### config.mk
export PLATFORM = sky130hd
export DESIGN_NAME = mem_port_arbiter
export DESIGN_NICKNAME = d
export VERILOG_FILES = /design/src/rtl/mem_port_arbiter.sv
export SDC_FILE = /design/constraint.sdc
export NUM_CORES = 1
export LEC_CHECK = 0
export BUFFER_PORTS_ARGS = -buffer_cell sky130_fd_sc_hd__buf_2
export CAP_MARGIN = 15
export CORE_MARGIN = 5
export CORE_UTILIZATION = 49
export DETAILED_ROUTE_END_ITERATION = 7
export PLACE_DENSITY = 0.83
export SLEW_MARGIN = 20
export SYNTH_ARGS = -nofsm -noshare
export SYNTH_HDL_FRONTEND = slang
export SYNTH_SLANG_ARGS = --single-unit
### constraint.sdc
create_clock -name clk -period 2.5 [get_ports clk]
set_clock_uncertainty 0.2 [all_clocks]
set_input_delay 0.125 -clock clk [delete_from_list [all_inputs] [get_ports clk]]
set_output_delay 0.125 -clock clk [all_outputs]
set_load 0.02 [all_outputs]
### src/rtl/mem_port_arbiter.sv
// mem_port_arbiter: serialises IF fetches and MEM-stage loads/stores onto one single-port memory.
// Define ARB_TIMEOUT_EN to bound the RESP wait (TIMEOUT_CYC) and enable the sticky arb_err flag.
module mem_port_arbiter #(
  parameter int AW            = 32,
  parameter int DW            = 32,
  parameter int MAX_DM_STREAK = 4,
  parameter int TIMEOUT_CYC   = 64
) (
  input  logic          clk,
  input  logic          rst,
  input  logic          if_req,
  input  logic [AW-1:0] if_addr,
  output logic          if_valid,
  output logic [DW-1:0] if_rdata,
  output logic          if_stall,
  input  logic          dm_req,
  input  logic          dm_we,
  input  logic [AW-1:0] dm_addr,
  input  logic [DW-1:0] dm_wdata,
  output logic          dm_valid,
  output logic [DW-1:0] dm_rdata,
  output logic          dm_stall,
  output logic          mem_req,
  output logic          mem_we,
  output logic [AW-1:0] mem_addr,
  output logic [DW-1:0] mem_wdata,
  input  logic          mem_gnt,
  input  logic          mem_rvalid,
  input  logic [DW-1:0] mem_rdata,
  output logic          arb_err
);

  typedef enum logic [1:0] {
    IDLE  = 2'd0,
    ISSUE = 2'd1,
    RESP  = 2'd2,
    DONE  = 2'd3
  } state_t;

  localparam int SW = $clog2(MAX_DM_STREAK + 1);
  localparam logic [SW-1:0] STREAK_MAX = SW'(MAX_DM_STREAK);

  state_t        state_reg, state_next;
  logic          owner_dm_reg, owner_dm_next;
  logic [AW-1:0] addr_reg, addr_next;
  logic          we_reg, we_next;
  logic [DW-1:0] wdata_reg, wdata_next;
  logic [DW-1:0] if_rdata_reg, if_rdata_next;
  logic [DW-1:0] dm_rdata_reg, dm_rdata_next;
  logic [SW-1:0] streak_reg, streak_next;
  logic          pick_dm;
  logic          tmo_hit;

  // DM normally wins; IF is forced ahead once DM has starved it MAX_DM_STREAK times in a row.
  assign pick_dm = dm_req && !(if_req && (streak_reg == STREAK_MAX));

`ifdef ARB_TIMEOUT_EN
  localparam int CW = $clog2(TIMEOUT_CYC + 1);
  localparam logic [CW-1:0] TMO_LAST = CW'(TIMEOUT_CYC - 1);

  logic [CW-1:0] tmo_cnt_reg, tmo_cnt_next;
  logic          err_reg, err_next;

  assign tmo_hit = (state_reg == RESP) && !mem_rvalid && (tmo_cnt_reg == TMO_LAST);

  always_comb begin
    tmo_cnt_next = tmo_cnt_reg;
    err_next     = err_reg;
    if (state_reg != RESP) begin
      tmo_cnt_next = '0;
    end else if (!tmo_hit) begin
      tmo_cnt_next = tmo_cnt_reg + CW'(1);
    end
    if (tmo_hit) begin
      err_next = 1'b1;
    end
  end

  always_ff @(posedge clk) begin
    if (rst) begin
      tmo_cnt_reg <= '0;
      err_reg     <= 1'b0;
    end else begin
      tmo_cnt_reg <= tmo_cnt_next;
      err_reg     <= err_next;
    end
  end

  assign arb_err = err_reg;
`else
  logic unused_tmo_cfg;

  assign unused_tmo_cfg = TIMEOUT_CYC[0];
  assign tmo_hit        = 1'b0;
  assign arb_err        = 1'b0;
`endif

  always_comb begin
    state_next    = state_reg;
    owner_dm_next = owner_dm_reg;
    addr_next     = addr_reg;
    we_next       = we_reg;
    wdata_next    = wdata_reg;
    if_rdata_next = if_rdata_reg;
    dm_rdata_next = dm_rdata_reg;
    streak_next   = streak_reg;
    case (state_reg)
      IDLE: begin
        if (if_req || dm_req) begin
          owner_dm_next = pick_dm;
          state_next    = ISSUE;
          if (pick_dm) begin
            addr_next  = dm_addr;
            we_next    = dm_we;
            wdata_next = dm_wdata;
            if (if_req) begin
              streak_next = (streak_reg == STREAK_MAX) ? streak_reg : streak_reg + SW'(1);
            end else begin
              streak_next = '0;
            end
          end else begin
            addr_next   = if_addr;
            we_next     = 1'b0;
            wdata_next  = '0;
            streak_next = '0;
          end
        end
      end
      ISSUE: begin
        if (mem_gnt) begin
          state_next = RESP;
        end
      end
      RESP: begin
        if (mem_rvalid) begin
          state_next = DONE;
          if (owner_dm_reg) begin
            dm_rdata_next = mem_rdata;
          end else begin
            if_rdata_next = mem_rdata;
          end
        end else if (tmo_hit) begin
          // Abandoned request: hand the owner a recognisable poison word.
          state_next = DONE;
          if (owner_dm_reg) begin
            dm_rdata_next = DW'(32'hDEAD_BEEF);
          end else begin
            if_rdata_next = DW'(32'hDEAD_BEEF);
          end
        end
      end
      DONE: begin
        state_next = IDLE;
      end
      default: begin
        state_next = IDLE;
      end
    endcase
  end

  always_ff @(posedge clk) begin
    if (rst) begin
      state_reg    <= IDLE;
      owner_dm_reg <= 1'b0;
      addr_reg     <= '0;
      we_reg       <= 1'b0;
      wdata_reg    <= '0;
      if_rdata_reg <= '0;
      dm_rdata_reg <= '0;
      streak_reg   <= '0;
    end else begin
      state_reg    <= state_next;
      owner_dm_reg <= owner_dm_next;
      addr_reg     <= addr_next;
      we_reg       <= we_next;
      wdata_reg    <= wdata_next;
      if_rdata_reg <= if_rdata_next;
      dm_rdata_reg <= dm_rdata_next;
      streak_reg   <= streak_next;
    end
  end

  assign mem_req   = (state_reg == ISSUE);
  assign mem_we    = mem_req && we_reg;
  assign mem_addr  = addr_reg;
  assign mem_wdata = wdata_reg;

  // Valid is decoded from the DONE state so it is a single-cycle pulse for the owner only.
  assign if_valid  = (state_reg == DONE) && !owner_dm_reg;
  assign dm_valid  = (state_reg == DONE) && owner_dm_reg;
  assign if_rdata  = if_rdata_reg;
  assign dm_rdata  = dm_rdata_reg;
  assign if_stall  = if_req && !if_valid;
  assign dm_stall  = dm_req && !dm_valid;

endmodule

==> flow_metrics.env, run 1 <==
export IMPL_hp_class="in -> reg"
export IMPL_syn_num_nets=729
export IMPL_grt_pass1_wl_um=32500
export IMPL_numCtsBuffers=17
export IMPL_violations="setup timing"
export IMPL_initial_core_util_pct=50.3
export IMPL_finalSetupTns_ns=-0.0142
export IMPL_hold_viol=0
export IMPL_power_density_mw_per_mm2=928
export IMPL_track_usage_pct=31.5
export IMPL_period_share_pct=101
export IMPL_ir_drop_mv=0.536
export IMPL_ctsLongestPathBuffers=2
export IMPL_setup_ws_ns=-0.0142
export IMPL_via_count=6417
export IMPL_internal_power_mw=5.18
export IMPL_cp_start_kind="register"
export IMPL_syn_inst=588
export IMPL_fin_nets=1123
export IMPL_slew_headroom_pct=49.4
export IMPL_cts_root_buf="clkbuf_8"
export IMPL_antenna_left=0
export IMPL_htree_levels=4
export IMPL_dpl_hpwl_um=11500
export IMPL_die_area_mm2=0.0128
export IMPL_finalSetupViolations=1
export IMPL_path_clk_slew_ns=0.07
export IMPL_yosysWarningCount=0
export IMPL_tritoncts="yes"
export IMPL_die_x_um=113
export IMPL_critical_path_class="reg -> reg"
export IMPL_syn_area_mm2=0.00522
export IMPL_firstDrtPassIters=5
export IMPL_pwr_share_seq_pct=35.0
export IMPL_drv_slew=0
export IMPL_end_kind="register"
export IMPL_clk_insertion_delay_late_ns=0.50
export IMPL_grt_pass1_vias=6529
export IMPL_cp_max_fo=22
export IMPL_crit_required_ns=2.74
export IMPL_syn2layout_area_growth_pct=65.7
export IMPL_die_h_um=113
export IMPL_leakage_nw=3.98
export IMPL_routed_wl_um=21900
export IMPL_fmax_ghz=0.398
export IMPL_worstPathArrival_ns=2.75
export IMPL_antenna_found_initial=2
export IMPL_worst_pin_slew_ns=0.757
export IMPL_maxCapViolations=0
export IMPL_ys_seq_area_share_pct=51.8
export IMPL_portBuffers=268
export IMPL_gp_congestion=0.887
export IMPL_rsz0062_at_grt="yes"
export IMPL_via_per_inst=5.67
export IMPL_core_area_mm2=0.0104
export IMPL_row_count=37
export IMPL_synth_seq_cells=135
export IMPL_power_switching_mw=2.85
export IMPL_p_comb_share_pct=35.6
export IMPL_avgSynthCellArea_um2=8.87
export IMPL_synth_cell_types=38
export IMPL_drc_errors=0
export IMPL_p_clk_share_pct=29.4
export IMPL_min_period_ns=2.51
export IMPL_outcome="complete, but fails checks"
export IMPL_wl_per_cell_um=19.4
export IMPL_power_mw=8.03
export IMPL_grt_max_degree=66
export IMPL_layout_drive_gt1_share_pct=32.7
export IMPL_drtIter0Drc=720
export IMPL_switching_share_pct=35.5
export IMPL_grt_overflow_total=0
export IMPL_io_pins=270
export IMPL_clock_sinks=135
per-layer routing:
| metal | part of all wire, % | wire (µm) | track usage [%] | up-vias |
|---|---|---|---|---|
| met5 | 0.059 | 13 | 0 | - |
| met4 | 6.2 | 1350 | 20.0 | 2 |
| met3 | 9.8 | 2140 | 9.04 | 118 |
| met2 | 48 | 10500 | 52.8 | 468 |
| met1 | 36 | 7940 | 34.9 | 2987 |
| li1 | - | - | - | 2842 |
layout make-up:
| type | count | area (µm²) |
|---|---|---|
| Antenna cell | 1 | 2.50 |
| Clock buffer | 20 | 435 |
| Clock inverter | 12 | 129 |
| Fill cell | 554 | 1720 |
| Inverter | 6 | 22.5 |
| Multi-Input combinational cell | 393 | 2210 |
| Sequential cell | 135 | 2700 |
| Tap cell | 136 | 170 |
| Timing Repair Buffer | 429 | 2970 |
layout by cell type (no fill, tap or decap), drive strengths merged:
cell type / count
o311a: 1
a31o: 1
nand3: 34
a32oi: 1
o211ai: 1
nor4b: 1
and3b: 2
diode: 1
nor3: 1
dlygate4sd3: 150
o21a: 2
nor2: 35
nand2: 129
a22o: 33
and4: 1
nand3b: 1
a21oi: 65
and3: 2
bufinv: 2
a32o: 1
o31ai: 1
inv: 6
clkbuf: 21
buf: 278
nor3b: 2
clkinv: 7
clkinvlp: 3
a311oi: 32
nor2b: 4
o21ai: 33
o31a: 1
ha: 6
conb: 1
and2: 2
dfxtp: 135
final timing paths:
path / start / endpoint / slack, ns / cells after the start
min: dm_wdata[7] / mem_wdata[7] / 0.18 / 3
min reg2reg: if_rdata[1] / if_rdata[1] / 0.25 / 2
max reg2reg: streak_reg[0] / mem_addr[20] / -0.01 / 7
max: streak_reg[0] / mem_addr[20] / -0.01 / 7
synth_stat cells:
master    count  area share, %
a21oi_1      65            6.2
a22o_1       33            5.5
a311oi_1     22            3.7
a311oi_2     10            2.9
a31o_1        1           0.17
a32o_1        1           0.19
a32oi_1       1           0.17
and2_1        2           0.24
and3_1        2           0.24
and3b_1       2           0.34
and4_4        1           0.22
buf_1         4           0.29
buf_2        18            1.7
buf_4         8            1.2
buf_6         5            1.1
clkbuf_1     19            1.4
conb_1        1          0.072
dfxtp_1     135             52
ha_1          6            1.4
inv_1         6           0.43
nand2_1     129            9.3
nand3_1      33            3.2
nand3_4       1           0.34
nand3b_1      1           0.14
nor2_1       34            2.4
nor2_4        1           0.22
nor2b_1       4           0.48
nor3_1        1          0.096
nor3b_1       2           0.29
nor4b_1       1           0.17
o211ai_1      1           0.14
o21a_1        1           0.14
o21a_2        1           0.17
o21ai_0      23            2.2
o21ai_1      10           0.96
o311a_1       1           0.19
o31a_1        1           0.17
o31ai_1       1           0.14
stage by stage:
stage          instances  util [%]  area [µm²]  hold WS [ns]  setup slack, ns
2_1_floorplan        588         -        5220        0.0576            0.842
3_3_place_gp         948      62.9        6530         0.142            0.662
3_5_place_dp         948      62.9        6530         0.145            0.511
4_1_cts             1130      82.9        8590         0.140            0.122
5_1_grt             1132      83.4        8650         0.179          -0.0539
6_report            1132      83.4        8650         0.177          -0.0142
power by group through the flow:
stage / clock network (mW) / registers (mW) / logic, mW
global route: 2.48 / 2.84 / 3.02
finish: 2.36 / 2.81 / 2.86
CTS: 2.38 / 2.77 / 2.60
global placement: 0 / 2.79 / 2.13
floorplan: 0 / 3.23 / 1.11
detailed placement: 0 / 2.80 / 2.20
critical path, cell delays in order, from the launching register on:
cell and delay (ns):
dfxtp_1 0.35, inv_1 0.08, ha_2 0.22, nand3_4 0.18, buf_6 0.24, nand3_1 0.17
a311oi_2 0.39, dlygate4sd3_1 0.61
timing repair:
| action | in CTS | in global routing |
|---|---|---|
| hold buffers | 150 | 0 |
| buffers inserted | 0 | 0 |
| resized for setup | 0 | 8 |
| endpoints found under the setup margin | 0 | 30 |
| endpoints found under the hold margin | 135 | 0 |
logic make-up after synthesis:
kind of cell               Yosys count  synth area share, %
AOI/OAI and AO/OA                  172                 23.0
adders and majority gates            6                 1.44
DFF                                135                 51.8
and+or+nand+nor                    214                 17.6
other                                1               0.0719
buffers and inverters               60                 6.04
Note: power is estimated with default switching activity, not from simulation.
==> run 2, diff against run 1 <==
--- a/config.mk
+++ b/config.mk
@@ -7,7 +7,7 @@
 export LEC_CHECK = 0
 export BUFFER_PORTS_ARGS = -buffer_cell sky130_fd_sc_hd__buf_2
 export CAP_MARGIN = 15
-export CORE_MARGIN = 5
+export CORE_MARGIN = 2
 export CORE_UTILIZATION = 49
 export DETAILED_ROUTE_END_ITERATION = 7
 export PLACE_DENSITY = 0.83
==> run 2 against run 1 <==
The run now ends clean. Die area down 10%. Global-route usage up 2.1 points. Flip-flop and latch count unchanged. Cell count down 0.80%. Hold slack worse by 0.026 ns. Critical path depth unchanged. Critical endpoint is now mem_addr[7]. Largest cell class unchanged.
==> flow_metrics.env, run 2 (same netlist as run 1, synthesis figures left out) <==
export IMPL_finalNonFillerCells=1123
export IMPL_leakage_nw=3.95
export IMPL_critical_path_class="reg -> reg"
export IMPL_antenna_left=0
export IMPL_die_x_um=107
export IMPL_worstPathArrival_ns=2.69
export IMPL_finalSetupViolations=0
export IMPL_outcome="complete, no violations"
export IMPL_r2r_cells=7
export IMPL_firstDrtPassIters=6
export IMPL_cp_max_fo=32
export IMPL_placedCellCount=948
export IMPL_grt_overflow_total=0
export IMPL_via_count=6237
export IMPL_ff2ff_setup_slack_ns=0.07
export IMPL_die_area_mm2=0.0115
export IMPL_ctsLongestPathBuffers=2
export IMPL_hp_class="in -> reg"
export IMPL_path_buf_inv=3
export IMPL_track_usage_pct=33.6
export IMPL_period_share_pct=97.2
export IMPL_cts_root_buf="clkbuf_8"
export IMPL_post_cts_buffers=0
export IMPL_end_kind="register"
export IMPL_worstSetupStartpoint="streak_reg[0]"
export IMPL_min_period_ns=2.43
export IMPL_antenna_found_initial=1
export IMPL_mostFrequentLayoutCells="buf_2 (267), dlygate4sd3_1 (141), dfxtp_1 (135)"
export IMPL_final_common_cell="buf_2"
export IMPL_crit_required_ns=2.76
export IMPL_crit_path_end="mem_addr[7]"
export IMPL_dpl_hpwl_um=10600
export IMPL_drv_slew=0
export IMPL_fmax_ghz=0.412
export IMPL_io_pins=270
export IMPL_tritoncts="yes"
export IMPL_cp_top_family="buffers and inverters"
export IMPL_clk_insertion_delay_late_ns=0.52
export IMPL_core_area_mm2=0.0103
export IMPL_crit_chain="inv_1 > ha_2 > and3_1 > buf_8 > o21ai_0 > a311oi_1 > dlygate4sd3_1"
export IMPL_hold_slack_ns=0.151
export IMPL_r2r_start="streak_reg[0]"
export IMPL_routed_wl_um=19500
export IMPL_cp_start_kind="register"
export IMPL_drtIter0Drc=480
export IMPL_portBuffers=268
export IMPL_fin_nets=1114
export IMPL_path_clk_slew_ns=0.06
export IMPL_final_util_pct=83.2
export IMPL_drc_errors=0
export IMPL_worst_pin_slew_ns=0.759
export IMPL_initial_core_util_pct=50.5
export IMPL_htree_levels=4
export IMPL_hold_viol=0
export IMPL_gp_congestion=0.892
export IMPL_critPathMaxStageDelay_ns=0.60
export IMPL_row_count=37
export IMPL_numCtsBuffers=17
export IMPL_fillers=559
export IMPL_syn2layout_area_growth_pct=64.7
export IMPL_ir_drop_mv=0.542
export IMPL_maxCapViolations=0
export IMPL_crit_slowest_cell="dlygate4sd3_1"
export IMPL_grt_pass1_vias=6209
export IMPL_grt_max_degree=66
export IMPL_layout_drive_gt1_share_pct=33.1
export IMPL_wl_per_cell_um=17.4
export IMPL_power_density_mw_per_mm2=940
export IMPL_worst_path_stages=7
export IMPL_clock_sinks=135
export IMPL_slew_headroom_pct=49.3
export IMPL_via_per_inst=5.55
export IMPL_grt_pass1_wl_um=30100
export IMPL_die_h_um=107
export IMPL_rr_endpoint="mem_addr[7]"
==> run 2: cell types whose count changed in the layout (fill, tap and decap cells not counted), sizes merged <==
| cell | change |
|---|---|
| dlygate4sd3 | -9 |
| clkinv | -2 |
| bufinv | +1 |
| clkbuf | +1 |
| clkinvlp | -1 |
| inv | +1 |
==> run 2: timing repair <==
action,CTS,global route
gates resized for setup,0,6
hold buffers,141,0
endpoints found under the setup margin,0,29
endpoints found under the hold margin,135,0
==> run 2: metal layers <==
metal / routed length, µm / vias to the layer above / GRT usage [%]
li1: - / 2831 / -
met1: 7240 / 2919 / 37.1
met2: 9800 / 408 / 58.4
met3: 1670 / 79 / 8.69
met4: 792 / 0 / 18.9
met5: 0 / - / 0
==> run 2: final cells by class <==
| type | count | area (µm²) | share of cell area (%) |
|---|---|---|---|
| diodes | 1 | 2.50 | 0.0291 |
| multi-input cells | 393 | 2210 | 25.7 |
| clock buffers | 21 | 459 | 5.34 |
| clock inverters | 11 | 146 | 1.70 |
| well taps | 136 | 170 | 1.98 |
| inverters | 6 | 22.5 | 0.262 |
| repair buffers | 420 | 2880 | 33.5 |
| flip-flops and latches | 135 | 2700 | 31.5 |
==> run 2: how the worst min path moves through the flow <==
stage	cells past startpoint	start	slack, ns	endpoint
final	3	dm_wdata[20]	0.15	mem_wdata[20]
after global routing	3	dm_wdata[19]	0.16	mem_wdata[19]
after CTS	3	dm_wdata[25]	0.13	mem_wdata[25]
after detailed placement	2	dm_wdata[3]	0.15	mem_wdata[3]
after global placement	2	dm_wdata[23]	0.14	mem_wdata[23]
after floorplan	1	dm_wdata[0]	0.06	mem_wdata[0]
==> run 2: per-stage QoR <==
| step | instance area (µm²) | setup TNS (ns) | power (mW) | worst slack, ns |
|---|---|---|---|---|
| after floorplan | 5220 | 0 | 4.34 | 0.842 |
| after detailed placement | 6530 | 0 | 4.99 | 0.504 |
| final | 8590 | 0 | 8.08 | 0.0700 |
| after CTS | 8540 | 0 | 7.90 | 0.0413 |
| after global routing | 8590 | -0.00901 | 8.41 | -0.00624 |
| after global placement | 6530 | 0 | 4.91 | 0.618 |
==> run 2: worst reg2reg max path: stages, from the launching register on <==
cell	delay (ns)
dfxtp_1	0.31
inv_1	0.09
ha_2	0.22
and3_1	0.21
buf_8	0.22
o21ai_0	0.14
a311oi_1	0.38
dlygate4sd3_1	0.61
==> run 2: power breakdown <==
part / internal, mW / switching, mW / total [mW]
clock: 1.60 / 0.930 / 2.53
combinational: 1.17 / 1.59 / 2.76
sequential: 2.55 / 0.238 / 2.79
total: 5.32 / 2.76 / 8.08
